`src/rtl/pim_pkg.sv`:
```
// Shared definitions for the PIM ALU sequencer: ALU op encodings and controller states.
package pim_pkg;

  localparam logic [1:0] OP_ADD = 2'b00;
  localparam logic [1:0] OP_SUB = 2'b01;
  localparam logic [1:0] OP_AND = 2'b10;
  localparam logic [1:0] OP_OR  = 2'b11;

  typedef enum logic [2:0] {
    ST_IDLE = 3'd0,
    ST_RD_A = 3'd1,
    ST_RD_B = 3'd2,
    ST_WR   = 3'd3,
    ST_DONE = 3'd4
  } ctrl_state_e;

endpackage

```
`src/rtl/pim_alu_ctrl_alu.sv`:
```
// Combinational two-operand ALU; results wrap modulo 2^DATA_WIDTH.
module pim_alu_ctrl_alu
  import pim_pkg::*;
#(
  parameter int DATA_WIDTH = 32
) (
  input  logic [1:0]            op,
  input  logic [DATA_WIDTH-1:0] a,
  input  logic [DATA_WIDTH-1:0] b,
  output logic [DATA_WIDTH-1:0] y
);

  always_comb begin
    y = '0;
    case (op)
      OP_ADD:  y = a + b;
      OP_SUB:  y = a - b;
      OP_AND:  y = a & b;
      OP_OR:   y = a | b;
      default: y = '0;
    endcase
  end

endmodule

```
`src/rtl/pim_alu_ctrl.sv`:
```
// Vector command sequencer: dst[i] = src_a[i] OP src_b[i], three cycles per element
// against a single-port bank with one-cycle read latency.
module pim_alu_ctrl
  import pim_pkg::*;
#(
  parameter int DATA_WIDTH = 32,
  parameter int ADDR_WIDTH = 8,
  parameter int LEN_WIDTH  = 8
) (
  input  logic                  clk,
  input  logic                  rst_n,
  input  logic                  cmd_valid,
  output logic                  cmd_ready,
  input  logic [1:0]            cmd_op,
  input  logic [ADDR_WIDTH-1:0] cmd_src_a,
  input  logic [ADDR_WIDTH-1:0] cmd_src_b,
  input  logic [ADDR_WIDTH-1:0] cmd_dst,
  input  logic [LEN_WIDTH-1:0]  cmd_len,
  output logic                  mem_rd_en,
  output logic [ADDR_WIDTH-1:0] mem_rd_addr,
  input  logic [DATA_WIDTH-1:0] mem_rd_data,
  output logic                  mem_wr_en,
  output logic [ADDR_WIDTH-1:0] mem_wr_addr,
  output logic [DATA_WIDTH-1:0] mem_wr_data,
  output logic                  busy,
  output logic                  done,
  output logic [2:0]            state_dbg
);

  ctrl_state_e           state_q;
  logic [1:0]            op_q;
  logic [ADDR_WIDTH-1:0] src_a_q;
  logic [ADDR_WIDTH-1:0] src_b_q;
  logic [ADDR_WIDTH-1:0] dst_q;
  logic [LEN_WIDTH-1:0]  len_q;
  logic [LEN_WIDTH-1:0]  idx_q;
  logic [DATA_WIDTH-1:0] reg_a_q;
  logic [DATA_WIDTH-1:0] alu_y;
  logic [ADDR_WIDTH-1:0] idx_ext;
  logic                  last_elem;

  assign idx_ext   = ADDR_WIDTH'(idx_q);
  assign last_elem = (idx_q == len_q - LEN_WIDTH'(1));

  // Handshake: a command transfers on a rising edge where cmd_valid && cmd_ready;
  // cmd_ready is high only in IDLE, so a command held valid while busy simply waits.
  always_ff @(posedge clk) begin
    if (!rst_n) begin
      state_q <= ST_IDLE;
      op_q    <= '0;
      src_a_q <= '0;
      src_b_q <= '0;
      dst_q   <= '0;
      len_q   <= '0;
      idx_q   <= '0;
      reg_a_q <= '0;
    end else begin
      case (state_q)
        ST_IDLE: begin
          if (cmd_valid) begin
            op_q    <= cmd_op;
            src_a_q <= cmd_src_a;
            src_b_q <= cmd_src_b;
            dst_q   <= cmd_dst;
            len_q   <= cmd_len;
            idx_q   <= '0;
            state_q <= (cmd_len == '0) ? ST_DONE : ST_RD_A;
          end
        end
        ST_RD_A: state_q <= ST_RD_B;
        ST_RD_B: begin
          // Read data for the A fetch issued last cycle is on the bus now.
          reg_a_q <= mem_rd_data;
          state_q <= ST_WR;
        end
        ST_WR: begin
          if (last_elem) begin
            state_q <= ST_DONE;
          end else begin
            idx_q   <= idx_q + LEN_WIDTH'(1);
            state_q <= ST_RD_A;
          end
        end
        ST_DONE: state_q <= ST_IDLE;
        default: state_q <= ST_IDLE;
      endcase
    end
  end

  pim_alu_ctrl_alu #(
    .DATA_WIDTH(DATA_WIDTH)
  ) u_alu (
    .op(op_q),
    .a (reg_a_q),
    .b (mem_rd_data),
    .y (alu_y)
  );

  // Bank strobes are gated with rst_n so a reset cycle never touches memory.
  always_comb begin
    mem_rd_en   = 1'b0;
    mem_rd_addr = '0;
    mem_wr_en   = 1'b0;
    mem_wr_addr = '0;
    mem_wr_data = '0;
    if (rst_n) begin
      case (state_q)
        ST_RD_A: begin
          mem_rd_en   = 1'b1;
          mem_rd_addr = src_a_q + idx_ext;
        end
        ST_RD_B: begin
          mem_rd_en   = 1'b1;
          mem_rd_addr = src_b_q + idx_ext;
        end
        ST_WR: begin
          mem_wr_en   = 1'b1;
          mem_wr_addr = dst_q + idx_ext;
          mem_wr_data = alu_y;
        end
        default: ;
      endcase
    end
  end

  assign cmd_ready = (state_q == ST_IDLE);
  assign busy      = (state_q != ST_IDLE);
  assign done      = (state_q == ST_DONE);
  assign state_dbg = state_q;

endmodule
```
`config.mk`:
```
export PLATFORM = sky130hd
export DESIGN_NAME = pim_alu_ctrl
export DESIGN_NICKNAME = d
export VERILOG_FILES = /design/src/rtl/pim_pkg.sv /design/src/rtl/pim_alu_ctrl_alu.sv /design/src/rtl/pim_alu_ctrl.sv
export SDC_FILE = /design/constraint.sdc
export NUM_CORES = 1
export LEC_CHECK = 0
export ABC_AREA = 0
export BUFFER_PORTS_ARGS = -buffer_cell sky130_fd_sc_hd__buf_2
export CAP_MARGIN = 20
export CORE_ASPECT_RATIO = 1.25
export CORE_UTILIZATION = 30
export CTS_BUF_LIST = sky130_fd_sc_hd__clkbuf_8
export CTS_CLUSTER_DIAMETER = 60
export CTS_CLUSTER_SIZE = 16
export DETAILED_ROUTE_END_ITERATION = 12
export GPL_TIMING_DRIVEN = 1
export PLACE_DENSITY = 0.59
export SETUP_SLACK_MARGIN = 0.15
export SLEW_MARGIN = 20
export SYNTH_ARGS = -nofsm -noshare
export SYNTH_HDL_FRONTEND = slang
export SYNTH_SLANG_ARGS = --single-unit
```
`constraint.sdc`:
```
create_clock -name clk -period 5.12 [get_ports clk]
set_input_delay 1.024 -clock clk [delete_from_list [all_inputs] [get_ports clk]]
set_output_delay 1.024 -clock clk [all_outputs]
set_load 0.03 [all_outputs]
```
* Word-level counts from Yosys, hierarchy flattened
Cells that the tools add are included.
Storage, ports and cells: bits in registers 77, output and inout bits 56, logic and storage cells 53
Cells by class: $add $sub $neg 7, equal/unequal tests 10, mux-type cells 18, bitwise gates (word level) 2, reduce and logical (&&, ||, !) cells 8
Operator list (number):
- case mux 32 bit (4 select lines) | 1
- 2-to-1 mux 32 bit | 2
- 2-to-1 mux 8 bit | 5
- adder 32 bit | 1
- bitwise AND 32 bit | 1
- OR 32 bit | 1
- case mux 8 bit (2 select lines) | 2
- subtractor 32 bit | 1
- adder 8 bit | 3
- case mux 3 bit (4 select lines) | 1
- 2-to-1 mux 3 bit | 3
- adder 8 x 1 -> 8 bit (second input constant) | 1
- equality test 8 bit | 1
- zero test 8 bit | 1
- subtractor 8 x 1 -> 8 bit (second input constant) | 1
- equality test 3 x 2 -> 1 bit (second input constant) | 2
- equality test 2 bit (second input constant) | 2
- 2-to-1 mux 1 bit | 4
- != test 2 bit (second input constant) | 2
- equality test 3 x 1 -> 1 bit (second input constant) | 1
- equality test 3 bit (second input constant) | 1
- zero test 3 bit | 1
- AND reduction 3 bit | 1
- nonzero test 3 bit | 1
- 5 further kinds | 5

* Depth between registers and ports, before layout
depth after elaboration 4, mapped depth 18, mapped depth without buffers 17

* Hierarchy
Synthesis repeated with hierarchy kept, for this count alone.
Unflattened totals: cell total of the unflattened synthesis 968, area, all modules 7149.4 µm²
By module, submodules not included:
- pim_alu_ctrl | instances 1, cells each 552, area an instance 4255.3 µm², sequential area each 1541.5 µm²
- pim_alu_ctrl_alu | instances 1, cells each 416, area an instance 2894.0 µm², sequential area each 0.0 µm²

* Worst setup path after synthesis
Ideal clock, no wire load.
path kind input to output, from input mem_rd_data[2], to output mem_wr_data[31], arrival time 4.700 ns, required time 4.096 ns, slack -0.604 ns, cell stages on the path 15, path buffers 2, cell sequence clkbuf_1 nor4_1 nand2_1 o31ai_1 xor2_1 ha_1 clkbuf_1 and4_1 and2_1 a211oi_1 a21oi_1 a21oi_1 o21ai_0 xnor2_1 a221oi_1
On the way: cells in the longest elaborated chain, start to end 4
RTL lines:
- start, declared | line pim_alu_ctrl.sv:21 | input logic [DATA_WIDTH-1:0] mem_rd_data,
- subtractor 32 bit / adder 32 bit (equally long branches) | line pim_alu_ctrl_alu.sv:17, pim_alu_ctrl_alu.sv:16
- case mux 32 bit (4 select lines) * | line pim_alu_ctrl_alu.sv:15 | case (op)
- 2-to-1 mux 32 bit * | line pim_alu_ctrl.sv:107 | case (state_q)
- 2-to-1 mux 32 bit * | line pim_alu_ctrl.sv:106 | if (rst_n) begin
- end, declared | line pim_alu_ctrl.sv:24 | output logic [DATA_WIDTH-1:0] mem_wr_data,
Every way passes the cells marked *; elsewhere a longest branch is shown, timed or not.

* Worst setup path after layout
from input mem_rd_data[17], to output mem_wr_data[31]
The elaborated chain is that of the path after synthesis.

==> results by group <==
Placement
  • Pre-CTS setup slack: -581 ps
  • Placed insts: roughly 1500
  • Gpl congestion: 0.876
  • Final HPWL DP: ~17000 um
  • I/O Buffers: about 120
  • Placed cell areas: between 9000 and 10000 um2

CTS
  • Root Buffer: clkbuf_8
  • TritonCTS buffer count: 9
  • Clock Tree Buf Depth: 2
  • H-Tree Depth: 3
  • CTS tree: yes
  • Clk pin slew, worst setup/hold paths: 100 ps
  • CTS sink count: 77
  • Worst skew pair latency: around 400 ps

Finish
  • Share of cells above drive strength 1: 0.363
  • Non-Filler Instances: 1514
  • Area delta synth->final: 49.6%
  • N_diodes: 0
  • Finished Cell Area: between 10000 and 15000 um2
  • Final net count: approximately 1300
  • Fill cells: approximately 2200

Floorplan
  • DIE HEIGHT: between 150 and 200 um
  • Die W: approximately 140 um
  • Starting Density: 0.305
  • Io pins: around 130
  • Rows: 62
  • Die area: around 24000 um2
  • Core area: about 23000 um2

Global routing
  • Vias in the first global route: approximately 7500
  • Initial antenna violation count: 0
  • First-pass GRT wire length: between 30000 and 40000 um
  • Largest net degree at the start of global routing: 71
  • GR Overflow Total: 0
  • Total GRT Usage: 0.202

STA
  • Setup violators final: 16
  • Clock Skew: around 16 ps
  • Minimum clock period: around 5400 ps
  • Max Transition Viols Final: 0
  • Unrepaired setup endpoints after global routing: yes
  • Setup TNS Final: -2650 ps
  • Final hold violation count: 0
  • Relative slew slack: 0.487
  • Period utilization: 1.05
  • Final worst setup slack: -276 ps
  • Actual slew at the worst max-slew pin: 767 ps
  • Maximum achievable frequency: ~190 MHz

Worst setup path
  • Cell class contributing the biggest share of worst-path delay: simple AND/OR/NAND/NOR gates
  • Worst path slowest cell: or4_4
  • Bufs and invs on worst path: 3
  • Most frequent CP cell: buf_6
  • Crit. End Element: primary output
  • Max FO, Critical Path: 4
  • Critical path's largest stage delay: approximately 530 ps
  • Arr. time, crit path: approximately 4400 ps
  • Critical Path RT: ~4000 ps
  • Crit path launch type: input port
  • Setup CP Type: in2out
  • Critical Path, Cell by Cell: buf_6, or4_4, or3_4, nor2_4, nand2_1, o31ai_2, xor2_1, ha_1, a21oi_2, o21bai_1, a21oi_2, o21ai_2, buf_6, xnor2_4, a221oi_4, buf_6

Yosys
  • Syn Std Cell Area: between 6000 and 7000 um2
  • Synth Net Count: 1100
  • Prevailing post-synth register cell: dfxtp_1
  • Synthesized area per cell: around 7.1 um2
  • Post-synthesis sequential area ratio: 0.221
  • Synth Instances: about 980
  • YS warnings: 0
  • FFs w/ async S/R, synth: 0
  • #FFs+latches synth: 77
  • Post-synth EDFFs: 0
  • Yosys cell types: 56

Routing
  • DR vias/cell: slightly above 5
  • Drt pass-1 iters: 9
  • Via count: ~7800
  • ANT nets after route: 0
  • First DRT Iteration DRCs: between 200 and 300
  • Wire per inst: between 15 and 20 um
  • DRC viols: 18
  • DRT Wirelength: ~25000 um

Power and ir drop
  • Pwr dens: around 250 nW/um2
  • Leakage: 4.51 nW
  • Overall power: about 0.0026 W
  • Peak supply drop: roughly 0.15 mV

Hold path
  • Hold Crit Class: reg2reg

Flow run
  • Max-Cap Viols: 0

Status
  • Violated checks: design-rule violations, negative setup slack
  • Status: complete, but fails checks
-- through the flow --
stage | hold slack (ps) | utilization
2_1_floorplan | 443 | -
3_3_place_gp | 455 | 0.395
3_5_place_dp | 459 | 0.395
4_1_cts | 474 | 0.433
5_1_grt | 493 | 0.456
6_report | 471 | 0.456
-- layer usage --
metal	GRT usage	up-vias	routed length, um
met1	0.218	3686	10000
met2	0.400	154	13100
met3	0.0260	52	728
met5	0	-	0
li1	-	3905	-
met4	0.0723	0	682
-- where the power goes --
part | internal, W | switching [W] | total, W
logic | 0.000589 | 0.000734 | 0.00132
clock network | 0.000237 | 0.000294 | 0.000532
registers | 0.000655 | 0.0000611 | 0.000716
total | 0.00148 | 0.00109 | 0.00257
-- cell usage in the layout (no fill, tap or decap), types with 33 or more instances in the layout --
cell	n
a21boi_0	66
a21oi_1	33
buf_2	93
buf_4	146
buf_6	44
dfxtp_1	76
ha_1	46
nand2_1	207
nor2_1	56
o21ai_0	39
xor2_1	37
-- final timing paths --
| kind | startpoint | end | slack (ps) | cells past startpoint |
|---|---|---|---|---|
| max | mem_rd_data[17] | mem_wr_data[31] | -280 | 16 |
| min | src_b_q[5] | src_b_q[5] | 470 | 2 |
| max reg2reg | len_q[0] | idx_ext[7] | 2440 | 10 |
| min reg2reg | src_b_q[5] | src_b_q[5] | 470 | 2 |
-- tightest hold or removal path, stage by stage (launching register included) --
cell and delay, ps:
dfxtp_1 320, nand2_1 50, a21boi_0 60
-- state kept, by name, indices dropped and copies added, names as in the netlist --
register and flops:
op_q 2, src_b_q 8, dst_q 8, src_a_q 8, reg_a_q 32, state_dbg 3, len_q 8, idx_ext 8
-- synthesized netlist by cell type, types with 2 or more instances --
cell type / number / area (um2)
a21boi_0: 69 / 518
a311oi_1: 14 / 123
o41ai_1: 5 / 43.8
inv_1: 30 / 113
fa_1: 3 / 60.1
nor4_1: 4 / 25.0
o21ai_0: 61 / 305
or4_1: 3 / 22.5
nor2_1: 67 / 251
a211oi_1: 8 / 60.1
o211ai_1: 3 / 22.5
nand3_1: 13 / 65.1
xor2_1: 40 / 350
dfxtp_1: 77 / 1540
xnor2_1: 37 / 324
nor2b_1: 9 / 56.3
mux2i_1: 3 / 30.0
o211a_1: 2 / 20.0
nor3_1: 20 / 100
nand2_1: 212 / 796
buf_1: 4 / 15.0
a21oi_1: 68 / 340
clkbuf_1: 48 / 180
ha_1: 50 / 626
a221oi_1: 4 / 35.0
nand4_1: 15 / 93.8
nand2b_1: 12 / 75.1
and3_1: 7 / 43.8
o31a_1: 3 / 26.3
a31oi_1: 4 / 25.0
maj3_1: 15 / 150
o31ai_1: 12 / 90.1
and4_1: 3 / 26.3
or3_1: 5 / 31.3
o21a_1: 6 / 45.0
or2_2: 2 / 12.5
o21bai_1: 3 / 22.5
a21o_1: 13 / 97.6
and2_1: 7 / 43.8
-- kinds of logic (layout without fill, tap and decap cells) --
group	count (synthesis)	after routing	share of synthesized area
AOI/OAI and AO/OA	281	281	0.265
xor gates and xnor gates	77	77	0.0968
adders and majority gates	68	68	0.120
buffers and inverters	85	333	0.0470
DFF	77	77	0.221
muxes	3	3	0.00431
and+or+nand+nor	387	387	0.246
-- area by class of cell --
cell class,instances,area [um2],share of cell area
Sequential cell,77,1540,0.148
Clock inverter,7,91.3,0.00876
Tap cell,288,360,0.0346
Clock buffer,9,124,0.0119
Multi-Input combinational cell,816,6090,0.584
Timing Repair Buffer,286,2100,0.201
Inverter,31,119,0.0114
-- timing repair --
item,CTS,global route
hold buffers,0,0
endpoints found under the setup margin,19,24
setup buffers,15,15
gates resized for setup,130,98
pin swaps,59,69
cloned,0,0
Note: power is estimated with default switching activity, not from simulation.
